File: src/rtl/add16_seq_ctrl.sv
// add16_seq_ctrl: 16-bit add/subtract sequenced as four nibbles through an external shared 4-bit adder
// Ports: clk, rst (async, active-high); start/A/B/Cin/Sub request an operation, captured in IDLE;
//        busy (RUN), done (one-cycle pulse), S/Cout/Ovf registered result;
//        add_A/add_B/add_Cin drive the external adder, add_S/add_Cout come back from it.
module add16_seq_ctrl (
    input  logic        clk,
    input  logic        rst,
    input  logic        start,
    input  logic [15:0] A,
    input  logic [15:0] B,
    input  logic        Cin,
    input  logic        Sub,
    output logic        busy,
    output logic        done,
    output logic [15:0] S,
    output logic        Cout,
    output logic        Ovf,
    output logic [3:0]  add_A,
    output logic [3:0]  add_B,
    output logic        add_Cin,
    input  logic [3:0]  add_S,
    input  logic        add_Cout
);
    typedef enum logic [1:0] {IDLE, RUN, DONE} state_t;
    state_t      state_q, state_d;
    logic [1:0]  idx_q;
    logic        carry_q, cout_q, ovf_q;
    logic [15:0] a_q, b_q, work_q, s_q;
    always_comb begin
        state_d = IDLE;
        state_d = (state_q == IDLE) ? (start ? RUN : IDLE) :
                  (state_q == RUN)  ? (idx_q == 2'd3 ? DONE : RUN) : IDLE;
    end
    assign busy    = (state_q == RUN);
    assign done    = (state_q == DONE);
    assign add_A   = busy ? a_q[{idx_q, 2'b00} +: 4] : 4'd0;
    assign add_B   = busy ? b_q[{idx_q, 2'b00} +: 4] : 4'd0;
    assign add_Cin = busy & carry_q;
    assign S       = s_q;
    assign Cout    = cout_q;
    assign Ovf     = ovf_q;
    always_ff @(posedge clk or posedge rst) begin
        if (rst) begin
            state_q <= IDLE;
            idx_q   <= 2'd0;
            carry_q <= 1'b0;
            a_q     <= 16'd0;
            b_q     <= 16'd0;
            work_q  <= 16'd0;
            s_q     <= 16'd0;
            cout_q  <= 1'b0;
            ovf_q   <= 1'b0;
        end else begin
            state_q <= state_d;
            if (state_q == IDLE && start) begin
                a_q     <= A;
                b_q     <= Sub ? ~B : B;
                carry_q <= Sub | Cin;
                idx_q   <= 2'd0;
            end else if (state_q == RUN) begin
                work_q[{idx_q, 2'b00} +: 4] <= add_S;
                carry_q <= add_Cout;
                idx_q   <= idx_q + 2'd1;
                // last nibble goes straight into S; work only holds the lower three
                if (idx_q == 2'd3) begin
                    s_q    <= {add_S, work_q[11:0]};
                    cout_q <= add_Cout;
                    ovf_q  <= (a_q[15] == b_q[15]) && (add_S[3] != a_q[15]);
                end
            end
        end
    end
endmodule

File: config.mk
export PLATFORM = sky130hd
export DESIGN_NAME = add16_seq_ctrl
export DESIGN_NICKNAME = d
export VERILOG_FILES = /design/src/rtl/add16_seq_ctrl.sv
export SDC_FILE = /design/constraint.sdc
export NUM_CORES = 1
export LEC_CHECK = 0
export BUFFER_PORTS_ARGS = -buffer_cell sky130_fd_sc_hd__buf_2
export CAP_MARGIN = 0
export CORE_MARGIN = 2
export CORE_UTILIZATION = 39
export CTS_CLUSTER_DIAMETER = 30
export DETAILED_ROUTE_END_ITERATION = 10
export PLACE_DENSITY = 0.7
export SLEW_MARGIN = 20
export SYNTH_ARGS = -nofsm -noshare
export SYNTH_HDL_FRONTEND = slang
export SYNTH_SLANG_ARGS = --single-unit
export TNS_END_PERCENT = 5
File: constraint.sdc
create_clock -name clk -period 2.25 [get_ports clk]
set_input_delay 0.3375 -clock clk [delete_from_list [all_inputs] [get_ports clk]]
set_output_delay 0.3375 -clock clk [all_outputs]
set_load 0.05 [all_outputs]
# Word-level counts from Yosys, hierarchy flattened
# Index checks and enable logic that the tools add are counted.
# word_totals
ff_bits,71
latchBits,0
ramBits,0
romBits,0
elab_cells,42
mem_count,0
# op_classes
n_addsub,2
multipliers,0
div,0
order_cmp,0
eq_ne,5
n_shift,4
muxes,12
n_bitwise,4
n_reduce_logical,6
# ops
cell,n
$shiftx 16x5->4,2
$bwmux 16,1
$mux 16,1
$not 16->16,1
$shift 4x6->16 const A,1
$shiftx 4x6->16,1
$mux 2,5
$mux 4,2
$neg 4->6,1
$eq 2x2->1 const B,2
$mux 1,3
$reduce_and 3->1,1
$add 2x1->2 const B,1
$eq 2x1->1 const B,1
$logic_and 1x1->1,2
$logic_not 2->1,1
$reduce_and 2->1,1
$reduce_bool 2->1,1
$and 1x1->1,1
$eq 1x1->1,1
$ne 1x1->1,1
$not 1->1,1
$or 1x1->1,1

# Longest topological paths before layout
# Gate-level depths: netlist (run 1).
# logic_depth
word_depth,4
depth_mapped,7

# Worst setup path after synthesis (run 1)
# OpenSTA, ideal clock, no wires.
# synth_timing
path_type,reg-to-output
start,reg idx_q[0]
end,out add_A[2]
arrival_time_ps,1694
required_time_ps,1913
path_slack_ps,218
path_stages_with_launch,5
n_path_buf,2
path_cell_list,dfrtp_1 -> buf_6 -> buf_8 -> mux4_2 -> nor2b_1
# synth_between
elab_chain_len,2
# synth_lines
element,line,source
"start, declared",26,logic [1:0] idx_q;
"start signal, assigned",63,idx_q <= idx_q + 2'd1;
$shiftx 16x5->4,36,"assign add_A = busy ? a_q[{idx_q, 2'b00} +: 4] : 4'd0;"
$mux 4,36,
"end, declared",18,"output logic [3:0] add_A,"
# No other way between the ends.

# Worst setup path in the final report (run 1)
# layout_timing
start,reg idx_q[0]
end,out add_A[1]
# Same word-level chain as after synthesis.

==> run metrics, run 1 <==
Max Clock Freq 470 MHz; CTS root buffer clkbuf_8; Power Density 1620 nW/um^2; final worst path period share 94.7%; commonest non-fill, non-tap cells in the layout buf_2 (70), dfrtp_1 (66), mux2_2 (31), nor2_1 (19), a21oi_1 (19); DR pass1 iterations 4; Tot Pwr 0.00606 W; routing usage on met1 20.2%; ys flop type dfrtp_1; Clock Sinks 67; Seq cells post-synth 67; slowest stage cell, crit path mux4_2; layout overhead on the synthesized area 20.1%; post-synth top area share 53.9%; dominant cell type by area after synthesis dfrtp_1; CP max stage delay 0.49 ns; routed len/inst 14.8 um; clk slew on worst S/H paths 0.07 ns; CTS Hold Bufs 0; M2 GR Usage 25.3%; die extent in x 93.3 um; placement row count 32; asr flop ratio synth 100%; Post-synth EDFFs 0; Final Max Slew Viols 0; warnings from Yosys 0; crit path launch idx_q[0]$_DFFE_PP0P_; largest family of logic cells by synthesized area multiplexers; compound-gate portion of the synthesized area 6.67%; Detailed Route WL 6.33 mm; crit start category register; relative slew slack 62.2%; Buf/Inv on CP 2; core area 7730 um^2; vias in the first global route 2174; post-synthesis sequential area ratio 53.9%; Worst setup EP type primary output; Clock Skews 0.00766 ns; critical path class register to primary output; Max clock buf depth 2; RSZ-0062 raised after global routing no; Leakage 1.75 nW; Starting Density 40.3%; worst-margin pin slew 0.566 ns; maximum vdd ir drop 966 uV; synthesized area 3110 um^2; GPL Wtd Cong 0.703; cells after synthesis 246; hpwl dp 4.43 mm; first-pass GRT wire length 10.6 mm; leading post-synthesis cells by cell area dfrtp_1 (54%), mux2_2 (11%), mux4_2 (5.8%), xnor2_1 (4.5%), a21oi_1 (3.1%); final core occ 48.4%; total gr overflow 0; Inst Count DP 411; setup violators final 0; DP Area 3580 um^2; Final Non-Filler Cells 426; Crit path max-delay family multiplexers; CTS tree yes; total track usage 16.1%; Worst-Skew Late Latency 0.35 ns; GR Util met3 5.88%; DR vias 2115; multiplexer share of the synthesized area 17.7%; Avg Cell Area, Syn 12.7 um^2; Final ANT Viol Nets 0; largest net degree at the start of global routing 43; Remaining DRCs 0; commonest non-fill, non-tap cell in the layout buf_2; crit-path max FO 8; vias per inst 4.96; I/O Pins 71; total CTS buffers 9; initial antenna violation count 0; setup TNS 0 ns; H-tree depth 3; Adder-Cell Fraction of Synth Area 2.01%; drt first-iter violations 80; Mapped Nets 293; gr busiest metal met2; max_cap viols 0; fin crit period 2.13 ns; status finished, final reports clean; IO buf count 70; Post-Synth XOR/XNOR Area 4.50%; Vert. Die Dim 93.3 um; Synth cell types 30; Antenna diodes 0; type of the tightest min-delay check input pin to async pin; CP arrival 1.79 ns; crit path cell chain buf_12, mux4_2, nor2b_1, buf_2; fin area 3740 um^2; Worst Path Required 1.91 ns; Final Hold Viols 0; share of cells above drive strength 1 42.6%; fin nets 367; RR Startpoint idx_q[0]$_DFFE_PP0P_; simple logic cell fraction of the synthesized area 11.0%; die area 8710 um^2
[metrics by stage]
| step | worst slack, ns | hold slack (ns) |
|---|---|---|
| 5_1_grt | 0.0347 | 0.0763 |
| 3_5_place_dp | 0.360 | 0.430 |
| 4_1_cts | 0.0304 | 0.0505 |
| 3_3_place_gp | 0.413 | 0.431 |
| 2_1_floorplan | 0.218 | 0.443 |
| 6_report | 0.120 | 0.0394 |
[report_power, final]
part	switching [W]	internal, W	leakage, nW
sequential	0.000358	0.00177	0.821
clock	0.000436	0.000419	0.0860
combinational	0.00192	0.00115	0.839
total	0.00272	0.00335	1.75
[area by class of cell]
| type | count | area [um^2] |
|---|---|---|
| Clock buffer | 12 | 145 |
| Multi-Input combinational cell | 157 | 1310 |
| Sequential cell | 67 | 1680 |
| Tap cell | 102 | 128 |
| Fill cell | 703 | 3990 |
| Clock inverter | 3 | 15.0 |
| Timing Repair Buffer | 78 | 435 |
| Inverter | 7 | 26.3 |
[synth_stat cells, drive strengths merged (5+ instances only)]
cell type / instances
xnor2: 16
inv: 7
mux4: 8
buf: 13
nand2: 18
a21oi: 19
dfrtp: 67
ha: 5
nor2b: 9
o21ai: 11
mux2: 33
a22o: 5
nor2: 19
[per-layer routing]
metal  up-vias  part of all wire, %
li1        998                    -
met1      1032                   43
met2        71                   48
met3        14                  7.2
met4         0                  2.1
met5         -                    0
[registers in the layout, summed over array words and instances, names as in the netlist]
| signal | cells |
|---|---|
| state_q | 2 |
| a_q | 16 |
| work_q | 12 |
| b_q | 16 |
| Cout | 1 |
| S | 16 |
| idx_q | 2 |
| carry_q | 1 |
| Ovf | 1 |
[kinds of logic after synthesis]
logic type | after synthesis
DFF | 67
and+or+nand+nor | 58
muxes | 41
AOI/OAI and AO/OA | 37
buffers and inverters | 22
xor gates and xnor gates | 16
adders and majority gates | 5
[worst paths after layout]
kind | end | slack [ns] | cells after the start
setup / recovery | add_A[1] | 0.12 | 4
hold / removal | a_q[6]$_DFFE_PP0P_ | 0.04 | 2
setup reg to reg | work_q[11]$_DFFE_PP0P_ | 0.47 | 6
hold reg to reg | work_q[10]$_DFFE_PP0P_ | 0.47 | 2
max in group asynchronous | S[0]$_DFFE_PP0P_ | 1.59 | 3
min in group clk | a_q[12]$_DFFE_PP0P_ | 0.22 | 2
[what timing repair did]
action                     4_1_cts  5_1_grt
setup endpoints to repair        1        3
setup buffers                    0        0
resized for setup                1        1
Note: power is estimated with default switching activity, not from simulation.
==> run 2: changes to the inputs <==
--- a/config.mk
+++ b/config.mk
@@ -8,10 +8,11 @@
 export BUFFER_PORTS_ARGS = -buffer_cell sky130_fd_sc_hd__buf_2
 export CAP_MARGIN = 0
 export CORE_MARGIN = 2
-export CORE_UTILIZATION = 39
+export CORE_UTILIZATION = 50
+export CTS_BUF_LIST = sky130_fd_sc_hd__clkbuf_16
 export CTS_CLUSTER_DIAMETER = 30
 export DETAILED_ROUTE_END_ITERATION = 10
-export PLACE_DENSITY = 0.7
+export PLACE_DENSITY = 0.84
 export SLEW_MARGIN = 20
 export SYNTH_ARGS = -nofsm -noshare
 export SYNTH_HDL_FRONTEND = slang
==> run 2 against run 1 <==
  * Sequential cell count unchanged
  * Critical endpoint is now add_A[2]
  * Largest cell class unchanged
  * Via count decreased by 2.9%
  * Sequential share of layout area decreased by 0.81 points
==> run metrics, run 2 (synthesized netlist as in run 1, its figures left out) <==
status finished, final reports clean; type of the tightest min-delay check input pin to async pin; setup slack, reg-to-reg 0.37 ns; Detailed Route WL 6.12 mm; Power Density 1720 nW/um^2; commonest non-fill, non-tap cells in the layout buf_2 (70), dfrtp_1 (67), mux2_2 (31), nor2_1 (19), a21oi_1 (19); CP arrival 1.80 ns; DR pass1 iterations 4; DR vias 2053; crit start category register; max_cap viols 0; IO buf count 70; Worst-Skew Late Latency 0.33 ns; first-pass GRT wire length 10.4 mm; placement row count 28; crit-path max FO 11; total track usage 19.2%; RSZ-0062 raised after global routing no; total CTS buffers 9; maximum vdd ir drop 1280 uV; fin nets 366; Clock Skews 0.00479 ns; share of cells above drive strength 1 42.6%; GPL Wtd Cong 0.771; drt first-iter violations 54; Max Clock Freq 469 MHz; relative slew slack 65.6%; hpwl dp 4.43 mm; fin crit period 2.13 ns; Final Non-Filler Cells 399; clk slew on worst S/H paths 0.05 ns; die extent in x 82.9 um; Inst Count DP 383; total gr overflow 0; vias in the first global route 2206; Antenna diodes 0; Final ANT Viol Nets 0; CTS root buffer clkbuf_16; die area 6870 um^2; Final Hold Viols 0; H-tree depth 3; CTS tree yes; Clock Sinks 67; initial antenna violation count 0; Worst setup EP type primary output; DP Area 3510 um^2; CTS Hold Bufs 0; final worst path period share 94.8%; Final Max Slew Viols 0; vias per inst 5.15; Worst Path Required 1.91 ns; Starting Density 52.3%; layout overhead on the synthesized area 22.3%; critical path class register to primary output; Vert. Die Dim 82.9 um; final core occ 63.9%; I/O Pins 71; setup violators final 0; setup TNS 0 ns; commonest non-fill, non-tap cell in the layout buf_2; worst-margin pin slew 0.517 ns; Remaining DRCs 0; routed len/inst 15.3 um; Leakage 1.79 nW; largest net degree at the start of global routing 38; fin area 3810 um^2; core area 5960 um^2; Max clock buf depth 2
==> run 2: repair_timing <==
item / 4_1_cts / 5_1_grt
resized for setup: 0 / 1
setup buffers: 0 / 0
endpoints found under the setup margin: 0 / 8
==> run 2: layout make-up <==
cell class                      instances  area (um^2)
Fill cell                             460         2150
Sequential cell                        67         1680
Multi-Input combinational cell        157         1310
Timing Repair Buffer                   77          403
Clock buffer                            9          225
Tap cell                               75         93.8
Clock inverter                          7         68.8
Inverter                                7         26.3
==> run 2: through the flow <==
| step | power (W) | setup slack [ns] | hold WS [ns] |
|---|---|---|---|
| final | 0.00653 | 0.116 | 0.0859 |
| after global routing | 0.00691 | 0.0370 | 0.113 |
| after CTS | 0.00659 | 0.0458 | 0.0954 |
| after detailed placement | 0.00520 | 0.392 | 0.445 |
| after global placement | 0.00507 | 0.442 | 0.436 |
| after floorplan | 0.00457 | 0.218 | 0.443 |
==> run 2: per-layer routing <==
metal	share of wire (%)	global-route usage [%]
met4	1.6	6.71
met5	0	0
met1	40	22.6
met2	51	31.7
met3	7.2	7.95
==> run 2: final timing paths <==
kind	depth (start not counted)	start	to
min	3	rst	S[15]$_DFFE_PP0P_
max	4	idx_q[0]$_DFFE_PP0P_	add_A[2]
max reg2reg	5	idx_q[1]$_DFFE_PP0P_	work_q[10]$_DFFE_PP0P_
min reg2reg	2	work_q[6]$_DFFE_PP0P_	work_q[6]$_DFFE_PP0P_
min in group clk	2	A[3]	a_q[3]$_DFFE_PP0P_
max in group asynchronous	3	rst	b_q[0]$_DFFE_PP0P_
==> run 2: where the power goes <==
group	switching (W)	total, W	internal [W]	leakage, nW
combinational	0.00191	0.00302	0.00112	0.826
sequential	0.000376	0.00215	0.00177	0.822
clock	0.000503	0.00136	0.000854	0.147
==> run 2: critical path, stage by stage, from the launching register on <==
cell	delay [ns]
dfrtp_1	0.34
buf_4	0.23
mux4_2	0.53
nor2b_1	0.15
buf_2	0.22
